==> src/rtl/icu_pkg.sv <==
// icu_pkg: shared state encoding and injected opcodes for the vectored interrupt unit
package icu_pkg;
    typedef enum logic [2:0] {IDLE, STALL, PUSH_CCR, PUSH_PCL, PUSH_PCH, VECTOR} state_e;
    localparam logic [15:0] NOP_OP      = 16'h0000;
    localparam logic [15:0] PUSH_CCR_OP = 16'h600A;
    localparam logic [15:0] PUSH_PCL_OP = 16'h6008;
    localparam logic [15:0] PUSH_PCH_OP = 16'h6009;
endpackage

==> src/rtl/icu_prio_enc.sv <==
// icu_prio_enc: fixed-priority encoder, lowest set index wins
module icu_prio_enc #(
    parameter int N  = 4,
    parameter int IW = 2
) (
    input  logic [N-1:0]  eligible,
    output logic          valid,
    output logic [IW-1:0] idx
);
    assign valid = |eligible;
    always_comb begin
        idx = '0;
        for (int i = N - 1; i >= 0; i--)
            if (eligible[i]) idx = IW'(i);
    end
endmodule

==> src/rtl/icu_vectored.sv <==
// icu_vectored: latches irq edges, arbitrates, and injects NOP/PUSH CCR/PCL/PCH before vectoring the PC
module icu_vectored
    import icu_pkg::*;
#(
    parameter int NUM_IRQ       = 4,
    parameter int PC_W          = 32,
    parameter int INSTR_W       = 16,
    parameter int STALL_CYCLES  = 1,
    parameter int VECTOR_BASE   = 0,
    parameter int VECTOR_STRIDE = 2,
    localparam int IW = (NUM_IRQ > 1) ? $clog2(NUM_IRQ) : 1
) (
    input  logic               clk,
    input  logic               reset,
    input  logic               enable,
    input  logic [NUM_IRQ-1:0] irq,
    input  logic [NUM_IRQ-1:0] irq_mask,
    input  logic               rti_done,
    output logic               pc_stop,
    output logic               inject_valid,
    output logic [INSTR_W-1:0] instruction,
    output logic               pc_change,
    output logic [PC_W-1:0]    pc_value,
    output logic [NUM_IRQ-1:0] ack,
    output logic               busy,
    output logic               in_service,
    output logic [IW-1:0]      active_id
);
    localparam int CW = (STALL_CYCLES > 1) ? $clog2(STALL_CYCLES) : 1;

    state_e             state_q, state_d;
    logic [CW-1:0]      cnt_q, cnt_d;
    logic [IW-1:0]      id_q, id_d;
    logic [NUM_IRQ-1:0] irq_q, pending_q, pending_d, clr;
    logic               in_service_q, in_service_d, win_valid;
    logic [IW-1:0]      win_idx;

    icu_prio_enc #(.N(NUM_IRQ), .IW(IW)) u_enc (
        .eligible (pending_q & ~irq_mask),
        .valid    (win_valid),
        .idx      (win_idx)
    );

    assign clr = (state_q == VECTOR) ? NUM_IRQ'(1) << id_q : '0;

    // VECTOR's set beats a same-cycle rti: that rti belongs to the previous handler
    always_comb begin
        pending_d    = (pending_q & ~clr) | (irq & ~irq_q);
        in_service_d = (state_q == VECTOR) | (in_service_q & ~rti_done);
        state_d      = state_q;
        cnt_d        = cnt_q;
        id_d         = id_q;
        case (state_q)
            IDLE: if (enable && win_valid && !in_service_q) begin
                id_d    = win_idx;
                cnt_d   = CW'(STALL_CYCLES - 1);
                state_d = STALL;
            end
            STALL: begin
                state_d = (cnt_q == '0) ? PUSH_CCR : STALL;
                cnt_d   = (cnt_q == '0) ? cnt_q : cnt_q - CW'(1);
            end
            PUSH_CCR: state_d = PUSH_PCL;
            PUSH_PCL: state_d = PUSH_PCH;
            PUSH_PCH: state_d = VECTOR;
            default:  state_d = IDLE;
        endcase
        if (!enable) state_d = IDLE;
    end

    always_ff @(posedge clk) begin
        if (reset) begin
            state_q      <= IDLE;
            cnt_q        <= '0;
            id_q         <= '0;
            irq_q        <= '0;
            pending_q    <= '0;
            in_service_q <= 1'b0;
        end else begin
            state_q      <= state_d;
            cnt_q        <= cnt_d;
            id_q         <= id_d;
            irq_q        <= irq;
            pending_q    <= pending_d;
            in_service_q <= in_service_d;
        end
    end

    assign busy         = state_q != IDLE;
    assign pc_stop      = busy;
    assign inject_valid = busy;
    assign instruction  = INSTR_W'((state_q == PUSH_CCR) ? PUSH_CCR_OP :
                                   (state_q == PUSH_PCL) ? PUSH_PCL_OP :
                                   (state_q == PUSH_PCH) ? PUSH_PCH_OP : NOP_OP);
    assign pc_change    = state_q == VECTOR;
    assign pc_value     = pc_change ? PC_W'(VECTOR_BASE) + PC_W'(VECTOR_STRIDE) * PC_W'(id_q) : '0;
    assign ack          = clr;
    assign in_service   = in_service_q;
    assign active_id    = id_q;
endmodule

==> config.mk <==
export PLATFORM = sky130hd
export DESIGN_NAME = icu_vectored
export DESIGN_NICKNAME = d
export VERILOG_FILES = /design/src/rtl/icu_pkg.sv /design/src/rtl/icu_prio_enc.sv /design/src/rtl/icu_vectored.sv
export SDC_FILE = /design/constraint.sdc
export NUM_CORES = 1
export LEC_CHECK = 0
export CAP_MARGIN = 5
export CORE_ASPECT_RATIO = 2
export CORE_MARGIN = 2
export CORE_UTILIZATION = 37
export DETAILED_ROUTE_END_ITERATION = 16
export PLACE_DENSITY = 0.85
export SKIP_CTS_REPAIR_TIMING = 1
export SLEW_MARGIN = 25
export SYNTH_ARGS = -nofsm -noshare
export SYNTH_HDL_FRONTEND = slang
export SYNTH_SLANG_ARGS = --single-unit
==> constraint.sdc <==
create_clock -name clk -period 4.1 [get_ports clk]
set_clock_uncertainty 0.15 [all_clocks]
set_input_delay 0.82 -clock clk [delete_from_list [all_inputs] [get_ports clk]]
set_output_delay 0.82 -clock clk [all_outputs]
set_load 0.01 [all_outputs]
==> results_dict.tcl, run 1 <==
set metrics [dict create \
    status "finished clean" \
    synth_top_cell_area_share_pct 33.6 \
    htree_levels 1 \
    path_cells "nand3b_1 -> inv_1 -> and2_1 -> nor2b_1 -> clkdlybuf4s50_1" \
    layout_common_cells "conb_1, clkdlybuf4s50_1, dfxtp_1" \
    clkLatencyLatePin_ps 240 \
    cpPeakStageDelay_ps 560 \
    peakVddDrop_v 0.000157 \
    die_area_um2 3170 \
    drive_above_1_share_pct 4.83 \
    setup_viol 0 \
    finalPower_mw 0.343 \
    yosysTopAreaCell "buf_4" \
    drc 0 \
    critPathLaunchType "flop" \
    whs_ps 308 \
    yosys_most_used_dff "dfxtp_1" \
    cp_slowest_cell "clkdlybuf4s50_1" \
    cts_buffer_depth 2 \
    min_to "pending_q[3]" \
    finalMaxSlewViolations 0 \
    crit_type "flop to primary output" \
    worst_slack_ps 1260 \
    grt_pass1_wl_mm 2.57 \
    synth_area_per_cell_um2 8.44 \
    dr_total_vias 708 \
    clkTransAtPathRegs_ps 50 \
    synth_simple_gate_area_share_pct 23.7 \
    port_buffers 29 \
    grt_pass1_vias 613 \
    synth-seq-cells 14 \
    die_h_um 77.7 \
    cp.required_ps 3130 \
    mostFrequentLayoutCell "conb_1" \
    crit_fanout 7 \
    min_period_over_period_pct 69.3 \
    antenna_left 0 \
    whs_path_depth 2 \
    drt-total-wl_mm 1.68 \
    cts_root_buffer "clkbuf_8" \
    met2_usage_pct 20.3 \
    p_leak_nw 0.534 \
    ff2ff_setup_slack_ps 2500 \
    dr.first_iter.drc_count 17 \
    finalSetupTns_ps 0 \
    hold_start "irq_q[3]" \
    synth_compound_area_share_pct 8.47 \
    async_flop_share_pct 0 \
    grtUsageMet1_pct 11.4 \
    layout.cells.non_filler 173 \
    rows 26 \
    overflow 0 \
    synth_adder_area_share_pct 0 \
    grtUsageMet3_pct 2.29 \
    dp.cells 169 \
    gp_congestion 0.672 \
    fin_crit_ps 2840 \
    synthMuxAreaShare_pct 0.996 \
    antenna_cells 0 \
    yosysSeqAreaShare_pct 27.9 \
    max_freq_mhz 352 \
    power_density_nw_per_um2 290 \
    reg2regPathDepth 4 \
    yosys_warnings 0 \
    placed_cell_area_um2 1130 \
    hold_viol 0 \
    hold_class "flop to flop" \
    initial_core_util_pct 39.1 \
    vias_per_cell 4.09 \
    clock-sinks 14 \
    crit_arrival_ps 1870 \
    rsz0062_at_grt "no" \
    yosys-top-cells-area "buf_4, dfxtp_1, nand2b_1, nor2b_1, o2bb2ai_1" \
    dp_hpwl_mm 1.38 \
    reg2reg_to "active_id[1]" \
    die_width_um 40.8 \
    syn_area_um2 1000 \
    cts_tree "built" \
    maxCapViolations 0 \
    synth_xor_area_share_pct 0.872 \
    grt_max_degree 14 \
    core_um2 2570 \
    r2r-start "state_q[0]" \
    final_area_um2 1180 \
    synth_edf_count 0 \
    drt_first_pass_iters 2 \
    track_usage_pct 11.6 \
    pre_cts_ws_ps 1520 \
    area_growth_pct 17.7 \
    ys_types 27 \
    end_kind "primary output" \
    fin_nets 158 \
    synth_top_family_by_area "buffers and inverters" \
    final_core_util_pct 46.0 \
    top_usage_layer "met2" \
    syn_inst 119 \
    cts_made_buffers 3 \
    wl_per_cell_um 9.69 \
    antenna_found_initial 0 \
    pin_count 71 \
]
## critical path, delay by kind of cell (launching register included)
kind                   cells  cell delay, ps
buffers and inverters      2             700
flip-flops                 1             450
AND/OR/NAND/NOR            3             490
## layer usage
layer,up-vias,share of wire [%]
li1,346,-
met1,307,31
met2,53,55
met3,2,13
met4,0,1.3
met5,-,0
## final cells by class
class / count / area, um2
clock buffers: 4 / 55.1
fillers: 263 / 1390
inverters: 7 / 26.3
multi-input cells: 91 / 495
flip-flops and latches: 14 / 280
well taps: 28 / 35.0
repair buffers: 29 / 290
## registers in the layout, summed over array words and instances, names as in the netlist
register and count:
irq_q 4, state_q 3, active_id 2, pending_q 4
in_service 1
## where the power goes
group / internal (mW) / switching, mW
logic: 0.0285 / 0.0344
registers: 0.144 / 0.00552
clock network: 0.0848 / 0.0454
total: 0.257 / 0.0853
## Yosys cell counts (2+ instances only)
library cell,number
inv_1,7
dfxtp_1,14
nor2_1,2
nor3_1,2
buf_4,45
and2_1,2
nand2b_1,9
nor2b_1,6
nand3b_1,3
or2b_1,3
a21oi_1,3
nand2_1,5
o2bb2ai_1,4
## worst max path at each step
stage / startpoint / end
6_report: state_q[0] / ack[1]
5_1_grt: state_q[2] / ack[1]
4_1_cts: state_q[0] / ack[1]
3_5_place_dp: state_q[0] / ack[1]
3_3_place_gp: state_q[1] / ack[1]
2_1_floorplan: state_q[1] / ack[1]
## logic make-up (layout without fill, tap and decap cells)
logic type / Yosys count / in the layout
flip-flops: 14 / 14
AND/OR/NAND/NOR: 37 / 37
other: 1 / 41
multiplexers: 1 / 1
buffers and inverters: 54 / 40
AO/OA/AOI/OAI: 11 / 11
XOR/XNOR: 1 / 1
(Power assumes the default switching activity.)
==> run 2, diff against run 1 <==
--- a/config.mk
+++ b/config.mk
@@ -8,9 +8,9 @@
 export CAP_MARGIN = 5
 export CORE_ASPECT_RATIO = 2
 export CORE_MARGIN = 2
-export CORE_UTILIZATION = 37
+export CORE_UTILIZATION = 35
 export DETAILED_ROUTE_END_ITERATION = 16
-export PLACE_DENSITY = 0.85
+export PLACE_DENSITY = 0.81
 export SKIP_CTS_REPAIR_TIMING = 1
 export SLEW_MARGIN = 25
 export SYNTH_ARGS = -nofsm -noshare
==> constraint.sdc (replaced) <==
create_clock -name clk -period 2.8 [get_ports clk]
set_clock_uncertainty 0.15 [all_clocks]
set_input_delay 0.56 -clock clk [delete_from_list [all_inputs] [get_ports clk]]
set_output_delay 0.56 -clock clk [all_outputs]
set_load 0.01 [all_outputs]
==> run 2 against run 1 <==
  * Cell count rose by 1.2%
  * Sequential power up 46%
  * Global-route usage fell by 0.089 points
  * Combinational power rose by 49%
  * Critical endpoint unchanged
  * Largest cell class unchanged
  * Highest routed layer unchanged
==> results_dict.tcl, run 2 (synthesis gave the netlist of run 1 again) <==
set metrics [dict create \
    dr.first_iter.drc_count 11 \
    vias_per_cell 4.17 \
    rsz0062_at_grt "no" \
    critPathTopFamily "buffers and inverters" \
    cts_made_buffers 3 \
    htree_levels 1 \
    critPathLaunchType "flop" \
    die_width_um 41.9 \
    drt-total-wl_mm 1.76 \
    fin_nets 159 \
    rows 27 \
    hold_class "flop to flop" \
    reg_top3 "irq_q x4, pending_q x4, state_q x3" \
    crit_fanout 8 \
    end_kind "primary output" \
    grt_pass1_wl_mm 2.77 \
    core_um2 2740 \
    hold_start "irq_q[3]" \
    grt_max_degree 13 \
    layout_common_cells "conb_1, clkdlybuf4s50_1, dfxtp_1" \
    fin_crit_ps 2610 \
    fill_cells 280 \
    drt_first_pass_iters 3 \
    track_usage_pct 11.5 \
    die_area_um2 3340 \
    cp_slowest_cell "clkdlybuf4s50_1" \
    max_freq_mhz 384 \
    switching_power_mw 0.131 \
    antenna_left 0 \
    r2r-start "state_q[1]" \
    power_density_nw_per_um2 427 \
    peakVddDrop_v 0.000223 \
    crit_arrival_ps 1900 \
    overflow 0 \
    worst_slack_ps 194 \
    finalSetupTns_ps 0 \
    final_core_util_pct 43.6 \
    gp_congestion 0.764 \
    finalMaxSlewViolations 0 \
    drc 0 \
    clkTransAtPathRegs_ps 60 \
    clkLatencyLatePin_ps 250 \
    layout.cells.non_filler 175 \
    seq_power_share_pct 43.0 \
    status "finished clean" \
    power_frac_comb_pct 18.4 \
    path_cells "nand3b_1 -> inv_1 -> and2_1 -> nor2b_1 -> clkdlybuf4s50_1" \
    antenna_found_initial 0 \
    pre_cts_ws_ps 429 \
    cpPeakStageDelay_ps 570 \
    die_h_um 79.8 \
    setup_viol 0 \
    cts_buffer_depth 2 \
    cp.required_ps 2090 \
    p_leak_nw 0.540 \
    clock-sinks 14 \
    switching_share_pct 25.7 \
    drive_above_1_share_pct 6.85 \
    dp.cells 171 \
    pwr-share-clk_pct 38.6 \
    cts_tree "built" \
    mostFrequentLayoutCell "conb_1" \
    initial_core_util_pct 36.7 \
    antenna_cells 0 \
    wl_per_cell_um 10.0 \
    cts_root_buffer "clkbuf_8" \
    hold_viol 0 \
    port_buffers 29 \
    crit_path_start "state_q[1]" \
    min_period_over_period_pct 93.1 \
    area_growth_pct 18.8 \
    p_int_mw 0.378 \
    pin_count 71 \
    dr_total_vias 730 \
    maxCapViolations 0 \
    critPathBufInv 2 \
    grt_pass1_vias 651 \
    crit_type "flop to primary output" \
]
[run 2: per-layer routing]
layer	global-route usage (%)	routed length, um
met5	0	0
met4	13.9	127
met1	9.64	564
met2	18.8	824
met3	3.85	241
[run 2: power by group through the flow]
stage	clock network, mW	registers (mW)	logic, mW
after floorplan	0	0.222	0.106
after global placement	0	0.223	0.0921
after detailed placement	0	0.223	0.0929
after CTS	0.204	0.219	0.0934
after global routing	0.211	0.221	0.102
final	0.196	0.219	0.0937
[run 2: metrics by stage]
step	power (mW)	hold slack, ps	instance area [um2]
after floorplan	0.327	286	1150
after global placement	0.315	291	1140
after detailed placement	0.316	301	1140
after CTS	0.516	310	1190
after global routing	0.534	325	1190
final	0.509	306	1190
[run 2: area by class of cell]
type / count / area [um2] / area share, %
Sequential cell: 14 / 283 / 23.7
Multi-Input combinational cell: 91 / 495 / 41.5
Timing Repair Buffer: 30 / 298 / 24.9
Clock buffer: 4 / 55.1 / 4.61
Tap cell: 29 / 36.3 / 3.04
Inverter: 7 / 26.3 / 2.20
[run 2: worst reg2reg max path: cells and delay by family (launching register included)]
kind	cells	cell delay [ps]
AND/OR/NAND/NOR	2	700
flip-flops	1	370
AO/OA/AOI/OAI	2	300
[run 2: worst paths after layout]
check | end | slack, ps | depth (start not counted)
setup / recovery | ack[1] | 190 | 5
hold / removal | pending_q[3] | 310 | 2
setup reg to reg | active_id[1] | 1210 | 4
hold reg to reg | pending_q[3] | 310 | 2
